File: src/rtl/tm1638_pkg.sv
// Shared TM1638 command bytes, state encodings and frame helper for the bus scheduler.
package tm1638_pkg;

    localparam logic [7:0] CMD_WR_AUTO = 8'h40;
    localparam logic [7:0] CMD_RD_KEY  = 8'h42;
    localparam logic [7:0] CMD_ADDR0   = 8'hC0;
    localparam logic [7:0] CMD_DISP_ON = 8'h88;

    // Byte index of the last byte of each frame (DISP: 0x40, 0xC0, 16 data, 0x88|b)
    localparam int DISP_LAST_IDX = 18;
    localparam int KEY_LAST_IDX  = 4;

    typedef enum logic [2:0] {
        ST_IDLE,
        ST_STB_LO,
        ST_SHIFT,
        ST_RD_REL,
        ST_STB_HI,
        ST_GAP
    } sched_state_t;

    typedef enum logic {
        GNT_DISP = 1'b0,
        GNT_KEY  = 1'b1
    } grant_t;

    typedef enum logic [1:0] {
        PH_IDLE,
        PH_LO,
        PH_HI
    } sh_phase_t;

    function automatic logic [7:0] disp_byte(input logic [4:0] idx,
                                             input logic [127:0] data,
                                             input logic [2:0] br);
        logic [7:0] b;
        b = 8'h00;
        if (idx == 5'd0)
            b = CMD_WR_AUTO;
        else if (idx == 5'd1)
            b = CMD_ADDR0;
        else if (idx == 5'(DISP_LAST_IDX))
            b = CMD_DISP_ON | {5'b0, br};
        else
            for (int k = 0; k < 16; k++)
                if (idx == 5'(k + 2))
                    b = data[k*8 +: 8];
        return b;
    endfunction

endpackage

File: src/rtl/tm1638_byte_shifter.sv
// Shifts one byte LSB-first onto (dir=0) or off (dir=1) the TM1638 bus with
// HALF_PERIOD-cycle clock phases; the serial clock idles high between bytes.
module tm1638_byte_shifter
    import tm1638_pkg::*;
#(
    parameter int HALF_PERIOD = 32
) (
    input  logic       clk,
    input  logic       rst_n,
    input  logic       start,
    input  logic       dir,
    input  logic [7:0] din,
    input  logic       dio_i,
    output logic       sclk,
    output logic       dio_o,
    output logic [7:0] dout,
    output logic       done
);

    localparam int CW = $clog2(HALF_PERIOD) + 1;

    sh_phase_t     phase;
    logic [CW-1:0] cnt;
    logic [2:0]    bit_idx;
    logic [7:0]    sh;
    logic          rd;
    logic          last;

    assign last = (cnt == CW'(HALF_PERIOD - 1));

    always_ff @(posedge clk or negedge rst_n) begin
        if (!rst_n) begin
            phase   <= PH_IDLE;
            cnt     <= '0;
            bit_idx <= '0;
            sh      <= '0;
            rd      <= 1'b0;
            sclk    <= 1'b1;
            dio_o   <= 1'b0;
            dout    <= '0;
            done    <= 1'b0;
        end else begin
            done <= 1'b0;
            case (phase)
                PH_IDLE: begin
                    if (start) begin
                        sh      <= din;
                        rd      <= dir;
                        bit_idx <= '0;
                        cnt     <= '0;
                        sclk    <= 1'b0;
                        dio_o   <= dir ? 1'b0 : din[0];
                        phase   <= PH_LO;
                    end
                end
                PH_LO: begin
                    if (last) begin
                        cnt   <= '0;
                        sclk  <= 1'b1;
                        phase <= PH_HI;
                    end else begin
                        cnt <= cnt + 1'b1;
                    end
                end
                PH_HI: begin
                    if (last) begin
                        cnt <= '0;
                        // Read bits enter at the top so the first bit lands in bit 0.
                        if (bit_idx == 3'd7) begin
                            dout  <= rd ? {dio_i, sh[7:1]} : sh;
                            done  <= 1'b1;
                            dio_o <= 1'b0;
                            phase <= PH_IDLE;
                        end else begin
                            sh      <= {rd ? dio_i : 1'b0, sh[7:1]};
                            dio_o   <= rd ? 1'b0 : sh[1];
                            bit_idx <= bit_idx + 1'b1;
                            sclk    <= 1'b0;
                            phase   <= PH_LO;
                        end
                    end else begin
                        cnt <= cnt + 1'b1;
                    end
                end
                default: phase <= PH_IDLE;
            endcase
        end
    end

endmodule

File: src/rtl/tm1638_bus_scheduler.sv
// TM1638 bus owner: arbitrates display refresh and key-scan frames onto CLK/STB/DIO.
// Define TM_KEY_DEBOUNCE_EN to accept a scan only when it matches the previous raw scan.
module tm1638_bus_scheduler
    import tm1638_pkg::*;
#(
    parameter int HALF_PERIOD    = 32,
    parameter int REFRESH_CYCLES = 500000,
    parameter int RD_WAIT        = 64
) (
    input  logic         clk_50M,
    input  logic         rst_n,
    input  logic [127:0] disp_data,
    input  logic         upd_req,
    input  logic         key_req,
    input  logic [2:0]   bright,
    output logic [31:0]  keys,
    output logic         keys_valid,
    output logic         busy,
    output logic         tm_clk,
    output logic         tm_stb,
    output logic         tm_dio_o,
    output logic         tm_dio_oe,
    input  logic         tm_dio_i
);

    localparam int TW   = $clog2(REFRESH_CYCLES);
    localparam int CMAX = (HALF_PERIOD > RD_WAIT) ? HALF_PERIOD : RD_WAIT;
    localparam int CW   = $clog2(CMAX) + 1;

    sched_state_t  state;
    grant_t        cur, last_grant;
    logic          disp_pend, key_pend;
    logic          gnt_disp, gnt_key;
    logic [TW-1:0] timer;
    logic          tick;
    logic [127:0]  data_q;
    logic [2:0]    bright_q;
    logic [4:0]    idx;
    logic [CW-1:0] cnt;
    logic          hp_last, rd_last, win_end;
    logic [7:0]    byte_cur, byte_nxt;
    logic          sh_start, sh_dir, sh_done;
    logic [7:0]    sh_din, sh_dout;
    logic [31:0]   scan;
    logic          scan_done;

    assign tick    = (timer == TW'(REFRESH_CYCLES - 1));
    assign hp_last = (cnt == CW'(HALF_PERIOD - 1));
    assign rd_last = (cnt == CW'(RD_WAIT - 1));

    always_ff @(posedge clk_50M or negedge rst_n) begin
        if (!rst_n)
            timer <= '0;
        else
            timer <= tick ? '0 : timer + 1'b1;
    end

    // Both pending: alternate away from the last granted type.
    always_comb begin
        gnt_disp = 1'b0;
        gnt_key  = 1'b0;
        if (state == ST_IDLE) begin
            if (disp_pend && (!key_pend || last_grant == GNT_KEY))
                gnt_disp = 1'b1;
            else if (key_pend)
                gnt_key = 1'b1;
        end
    end

    always_ff @(posedge clk_50M or negedge rst_n) begin
        if (!rst_n) begin
            disp_pend <= 1'b0;
            key_pend  <= 1'b0;
        end else begin
            disp_pend <= (disp_pend & ~gnt_disp) | upd_req | tick;
            key_pend  <= (key_pend & ~gnt_key) | key_req | tick;
        end
    end

    always_comb begin
        byte_cur = 8'h00;
        byte_nxt = 8'h00;
        win_end  = 1'b0;
        if (cur == GNT_DISP) begin
            byte_cur = disp_byte(idx, data_q, bright_q);
            byte_nxt = disp_byte(idx + 5'd1, data_q, bright_q);
            win_end  = (idx == 5'd0) || (idx == 5'(DISP_LAST_IDX - 1)) ||
                       (idx == 5'(DISP_LAST_IDX));
        end else begin
            byte_cur = (idx == 5'd0) ? CMD_RD_KEY : 8'h00;
            win_end  = (idx == 5'(KEY_LAST_IDX));
        end
    end

    always_ff @(posedge clk_50M or negedge rst_n) begin
        if (!rst_n) begin
            state      <= ST_IDLE;
            cur        <= GNT_DISP;
            last_grant <= GNT_KEY;
            busy       <= 1'b0;
            tm_stb     <= 1'b1;
            tm_dio_oe  <= 1'b1;
            data_q     <= '0;
            bright_q   <= '0;
            idx        <= '0;
            cnt        <= '0;
            sh_start   <= 1'b0;
            sh_dir     <= 1'b0;
            sh_din     <= '0;
            scan       <= '0;
            scan_done  <= 1'b0;
        end else begin
            sh_start  <= 1'b0;
            scan_done <= 1'b0;
            case (state)
                ST_IDLE: begin
                    if (gnt_disp || gnt_key) begin
                        busy     <= 1'b1;
                        cur      <= gnt_disp ? GNT_DISP : GNT_KEY;
                        data_q   <= disp_data;
                        bright_q <= bright;
                        idx      <= '0;
                        cnt      <= '0;
                        tm_stb   <= 1'b0;
                        state    <= ST_STB_LO;
                    end
                end
                ST_STB_LO: begin
                    if (hp_last) begin
                        cnt      <= '0;
                        sh_start <= 1'b1;
                        sh_din   <= byte_cur;
                        sh_dir   <= 1'b0;
                        state    <= ST_SHIFT;
                    end else begin
                        cnt <= cnt + 1'b1;
                    end
                end
                ST_SHIFT: begin
                    if (sh_done) begin
                        if (cur == GNT_KEY && idx != 5'd0)
                            scan <= {sh_dout, scan[31:8]};
                        if (cur == GNT_KEY && idx == 5'd0) begin
                            tm_dio_oe <= 1'b0;
                            cnt       <= '0;
                            idx       <= 5'd1;
                            state     <= ST_RD_REL;
                        end else if (win_end) begin
                            cnt   <= '0;
                            state <= ST_STB_HI;
                        end else begin
                            idx      <= idx + 5'd1;
                            sh_start <= 1'b1;
                            sh_din   <= byte_nxt;
                            sh_dir   <= (cur == GNT_KEY);
                        end
                    end
                end
                ST_RD_REL: begin
                    if (rd_last) begin
                        cnt      <= '0;
                        sh_start <= 1'b1;
                        sh_din   <= 8'h00;
                        sh_dir   <= 1'b1;
                        state    <= ST_SHIFT;
                    end else begin
                        cnt <= cnt + 1'b1;
                    end
                end
                ST_STB_HI: begin
                    if (hp_last) begin
                        cnt       <= '0;
                        tm_stb    <= 1'b1;
                        tm_dio_oe <= 1'b1;
                        scan_done <= (cur == GNT_KEY);
                        state     <= ST_GAP;
                    end else begin
                        cnt <= cnt + 1'b1;
                    end
                end
                ST_GAP: begin
                    if (hp_last) begin
                        cnt <= '0;
                        if (cur == GNT_DISP && idx != 5'(DISP_LAST_IDX)) begin
                            idx    <= idx + 5'd1;
                            tm_stb <= 1'b0;
                            state  <= ST_STB_LO;
                        end else begin
                            busy       <= 1'b0;
                            last_grant <= cur;
                            state      <= ST_IDLE;
                        end
                    end else begin
                        cnt <= cnt + 1'b1;
                    end
                end
                default: state <= ST_IDLE;
            endcase
        end
    end

`ifdef TM_KEY_DEBOUNCE_EN
    logic [31:0] raw_scan;

    always_ff @(posedge clk_50M or negedge rst_n) begin
        if (!rst_n) begin
            keys       <= '0;
            keys_valid <= 1'b0;
            raw_scan   <= '0;
        end else begin
            keys_valid <= 1'b0;
            if (scan_done) begin
                raw_scan <= scan;
                if (scan == raw_scan) begin
                    keys       <= scan;
                    keys_valid <= 1'b1;
                end
            end
        end
    end
`else
    always_ff @(posedge clk_50M or negedge rst_n) begin
        if (!rst_n) begin
            keys       <= '0;
            keys_valid <= 1'b0;
        end else begin
            keys_valid <= 1'b0;
            if (scan_done) begin
                keys       <= scan;
                keys_valid <= 1'b1;
            end
        end
    end
`endif

    tm1638_byte_shifter #(
        .HALF_PERIOD(HALF_PERIOD)
    ) u_shifter (
        .clk   (clk_50M),
        .rst_n (rst_n),
        .start (sh_start),
        .dir   (sh_dir),
        .din   (sh_din),
        .dio_i (tm_dio_i),
        .sclk  (tm_clk),
        .dio_o (tm_dio_o),
        .dout  (sh_dout),
        .done  (sh_done)
    );

endmodule

File: config.mk
export PLATFORM = sky130hd
export DESIGN_NAME = tm1638_bus_scheduler
export DESIGN_NICKNAME = d
export VERILOG_FILES = /design/src/rtl/tm1638_pkg.sv /design/src/rtl/tm1638_byte_shifter.sv /design/src/rtl/tm1638_bus_scheduler.sv
export SDC_FILE = /design/constraint.sdc
export NUM_CORES = 1
export LEC_CHECK = 0
export CORE_AREA = 2 2 204 206
export DETAILED_ROUTE_END_ITERATION = 16
export DIE_AREA = 0 0 206 208
export GPL_ROUTABILITY_DRIVEN = 0
export PLACE_DENSITY = 0.54
export SETUP_SLACK_MARGIN = 0.5
export SLEW_MARGIN = 20
export SYNTH_ARGS = -nofsm -noshare
export SYNTH_HDL_FRONTEND = slang
export SYNTH_SLANG_ARGS = --single-unit
File: constraint.sdc
create_clock -name clk_50M -period 7.1 [get_ports clk_50M]
set_clock_uncertainty 0.15 [all_clocks]
set_input_delay 1.775 -clock clk_50M [delete_from_list [all_inputs] [get_ports clk_50M]]
set_output_delay 1.775 -clock clk_50M [all_outputs]
set_load 0.1 [all_outputs]
==> key figures <==
Clock network
  – CTS resizes: 0
  – CTS Buf Count: 31
  – Root Driver: clkbuf_16
  – Clock sink total: 279
  – Max clock buf depth: 3
  – H-tree levels: 1
  – Post-CTS Repair Setup Buffers: 0
  – CTS Hold Bufs: 0
  – TritonCTS clock tree: done
  – Skew-Pair Late Insertion Delay: 0.59 ns
  – Clock transition at the registers of the reported paths: 0.06 ns

Timing
  – Crit path time final: 4.46 ns
  – # setup viols final: 0
  – Setup_tns: 0 ns
  – Setup ws final: 2.64 ns
  – Final period util: 62.8%
  – RSZ-0062 raised after global routing: false
  – Slew @ Worst Pin: 1.07 ns
  – Final hold vios: 0
  – Slew headroom: 27.9%
  – Max-slew violations: 0
  – Max Freq: 224 MHz

Routing
  – DR top layer: met5
  – DR vias/cell: 6.01
  – DRC: 0
  – WL met3: 4.25 mm
  – Drt wl/cell: 22.8 µm
  – Routed WL: 49.4 mm
  – Vias: 13000
  – First drt pass iteration count: 6
  – Met2 WL: 21.8 mm
  – Routed length on met1: 20.9 mm
  – Drt initial violations: 1295
  – Antenna viol nets, final: 0

Yosys
  – Synth warnings: 0
  – EDFF count, synth: 0
  – Asr flop ratio synth: 100%
  – Top FF cell, synth: dfrtp_1
  – Yosys cell types: 87
  – Mapped Cells: 1493
  – Syn_nets: 1644
  – Cell Area, Synth: 0.0152 mm²
  – Syn_area_per_cell: 10.2 µm²
  – Yosys reg bits: 279
  – Register area share after synthesis: 45.8%

Worst hold path
  – Hold WC Path Type: register to register

Outcome
  – Outcome: finished, final reports clean

Global routing
  – Total gr overflow: 0
  – Largest net degree at the start of global routing: 113
  – First-pass GRT wire length: 76.9 mm
  – Initial antenna violation count: 1
  – Tot GR Track Use: 22.9%
  – Vias in the first global route: 12600

Critical path
  – Crit-path max cell delay: 0.89 ns
  – Top delay family on crit path: compound AO/OA/AOI/OAI gates
  – CP endpoint kind: register
  – Startpoint class of the critical path: register
  – CP bufs+invs: 1
  – Data required time of the critical path: 7.37 ns
  – Worst-path fanout max: 34
  – Cells along the critical path: ha_1 -> buf_4 -> and3_1 -> ha_1 -> nand2_1 -> nand2_1 -> a32oi_1 -> o2bb2ai_1 -> a32oi_1 -> a2111oi_0 -> o211ai_1
  – Kind of critical path: register to register
  – CP max-delay cell: a2111oi_0
  – Arrival @ worst endpoint: 4.73 ns

Final layout
  – Final net count: 1757
  – Layout cells sized above 1: 18.3%
  – Fin cells: 2164
  – Area delta synth->final: 21.2%
  – Most common cell after layout, fill and taps aside: dfrtp_1
  – Final core utilization: 45.6%
  – Most frequent cells in the layout: dfrtp_1, mux2_2, clkdlybuf4s50_1

Die
  – Initial Util: 37.6%
  – # rows: 74
  – Core area: 0.0406 mm²
  – Die Wd: 206 µm
  – Chip Height: 208 µm
  – Die area: 0.0428 mm²
  – I/O pin count: 174

Placed design
  – Pre-CTS WS: 2.87 ns
  – Dpl hpwl: 35.7 mm
  – Inst Count DP: 2105
  – Port Buffers: 173

Power
  – Maximum vdd drop: 0.225 mV
  – Leak Pwr: 7.53 nW
  – Overall power: 5.39 mW
  – Pwr Density: 292 mW/mm²

Flow run
  – Max-Cap Viols: 0
-- power by group --
part	internal [mW]	total [mW]	switching [mW]
combinational	0.612	1.03	0.419
clock	1.08	1.76	0.678
sequential	2.00	2.60	0.599
total	3.70	5.39	1.70
-- sequential cells by signal (all words and copies together) (netlist names), 2 cells and up --
signal             count
scan                  32
keys                  32
bright_q               3
idx                    5
u_shifter.phase        2
state                  3
timer                 19
u_shifter.cnt          6
data_q               128
u_shifter.sh           8
u_shifter.bit_idx      3
sh_din                 8
u_shifter.dout         8
cnt                    7
-- layout make-up --
type	instances	area [µm²]
Sequential cell	279	6990
Multi-Input combinational cell	1082	7720
Fill cell	3851	22100
Clock inverter	16	238
Antenna cell	1	2.50
Clock buffer	42	907
Timing Repair Buffer	191	1870
Tap cell	532	666
Inverter	21	78.8
-- worst register-to-register path: cells and delay by family, from the launching register on --
kind,cells,cell delay [ns]
AND/OR/NAND/NOR,3,1.04
flip-flops,1,0.49
buffers and inverters,1,0.25
adder cells (fa/ha/maj),2,0.87
AO/OA/AOI/OAI,5,1.51
-- cell families (layout without fill, tap and decap cells) --
| family | Yosys count | count (layout) | share of synthesized area (%) |
|---|---|---|---|
| buffers and inverters | 132 | 270 | 3.60 |
| muxes | 213 | 213 | 15.6 |
| AOI/OAI and AO/OA | 393 | 393 | 17.6 |
| xor gates and xnor gates | 19 | 19 | 1.09 |
| adders and majority gates | 15 | 15 | 1.23 |
| DFF | 279 | 279 | 45.8 |
| and+or+nand+nor | 442 | 442 | 15.0 |
| other | 0 | 1 | 0 |
-- metal layers --
metal | vias to the layer above | track usage [%]
li1 | 5808 | -
met1 | 6335 | 31.7
met2 | 688 | 35.2
met3 | 178 | 4.48
met4 | 2 | 9.29
met5 | - | 0
-- Yosys cell counts (all sizes together) (21+ instances only) --
master | instances | area share, %
dfrtp | 275 | 45
mux2 | 194 | 14
nand2 | 118 | 2.9
nor2 | 103 | 2.5
o21ai | 96 | 3.2
a21oi | 81 | 2.7
clkbuf | 73 | 1.8
nand3 | 46 | 1.5
buf | 38 | 1.3
nor2b | 30 | 1.2
nor3 | 30 | 1.0
inv | 21 | 0.52
-- stage by stage --
step	cell area [µm²]	hold WS [ns]
2_1_floorplan	15200	0.202
3_3_place_gp	17300	0.313
3_5_place_dp	17300	0.319
4_1_cts	18500	0.332
5_1_grt	18500	0.349
6_report	18500	0.335
-- path summary, 6_finish.rpt --
path,slack (ns),from,end,depth (start not counted)
worst max register to register,2.64,idx[0],sh_din[1],11
worst max-delay path,2.64,idx[0],sh_din[1],11
max in group asynchronous,4.31,rst_n,u_shifter.cnt[0],2
worst min register to register,0.33,u_shifter.cnt[5],u_shifter.cnt[5],1
worst min-delay path,0.33,u_shifter.cnt[5],u_shifter.cnt[5],1
min in group asynchronous,1.10,rst_n,timer[8],1
Note: power is estimated with default switching activity, not from simulation.
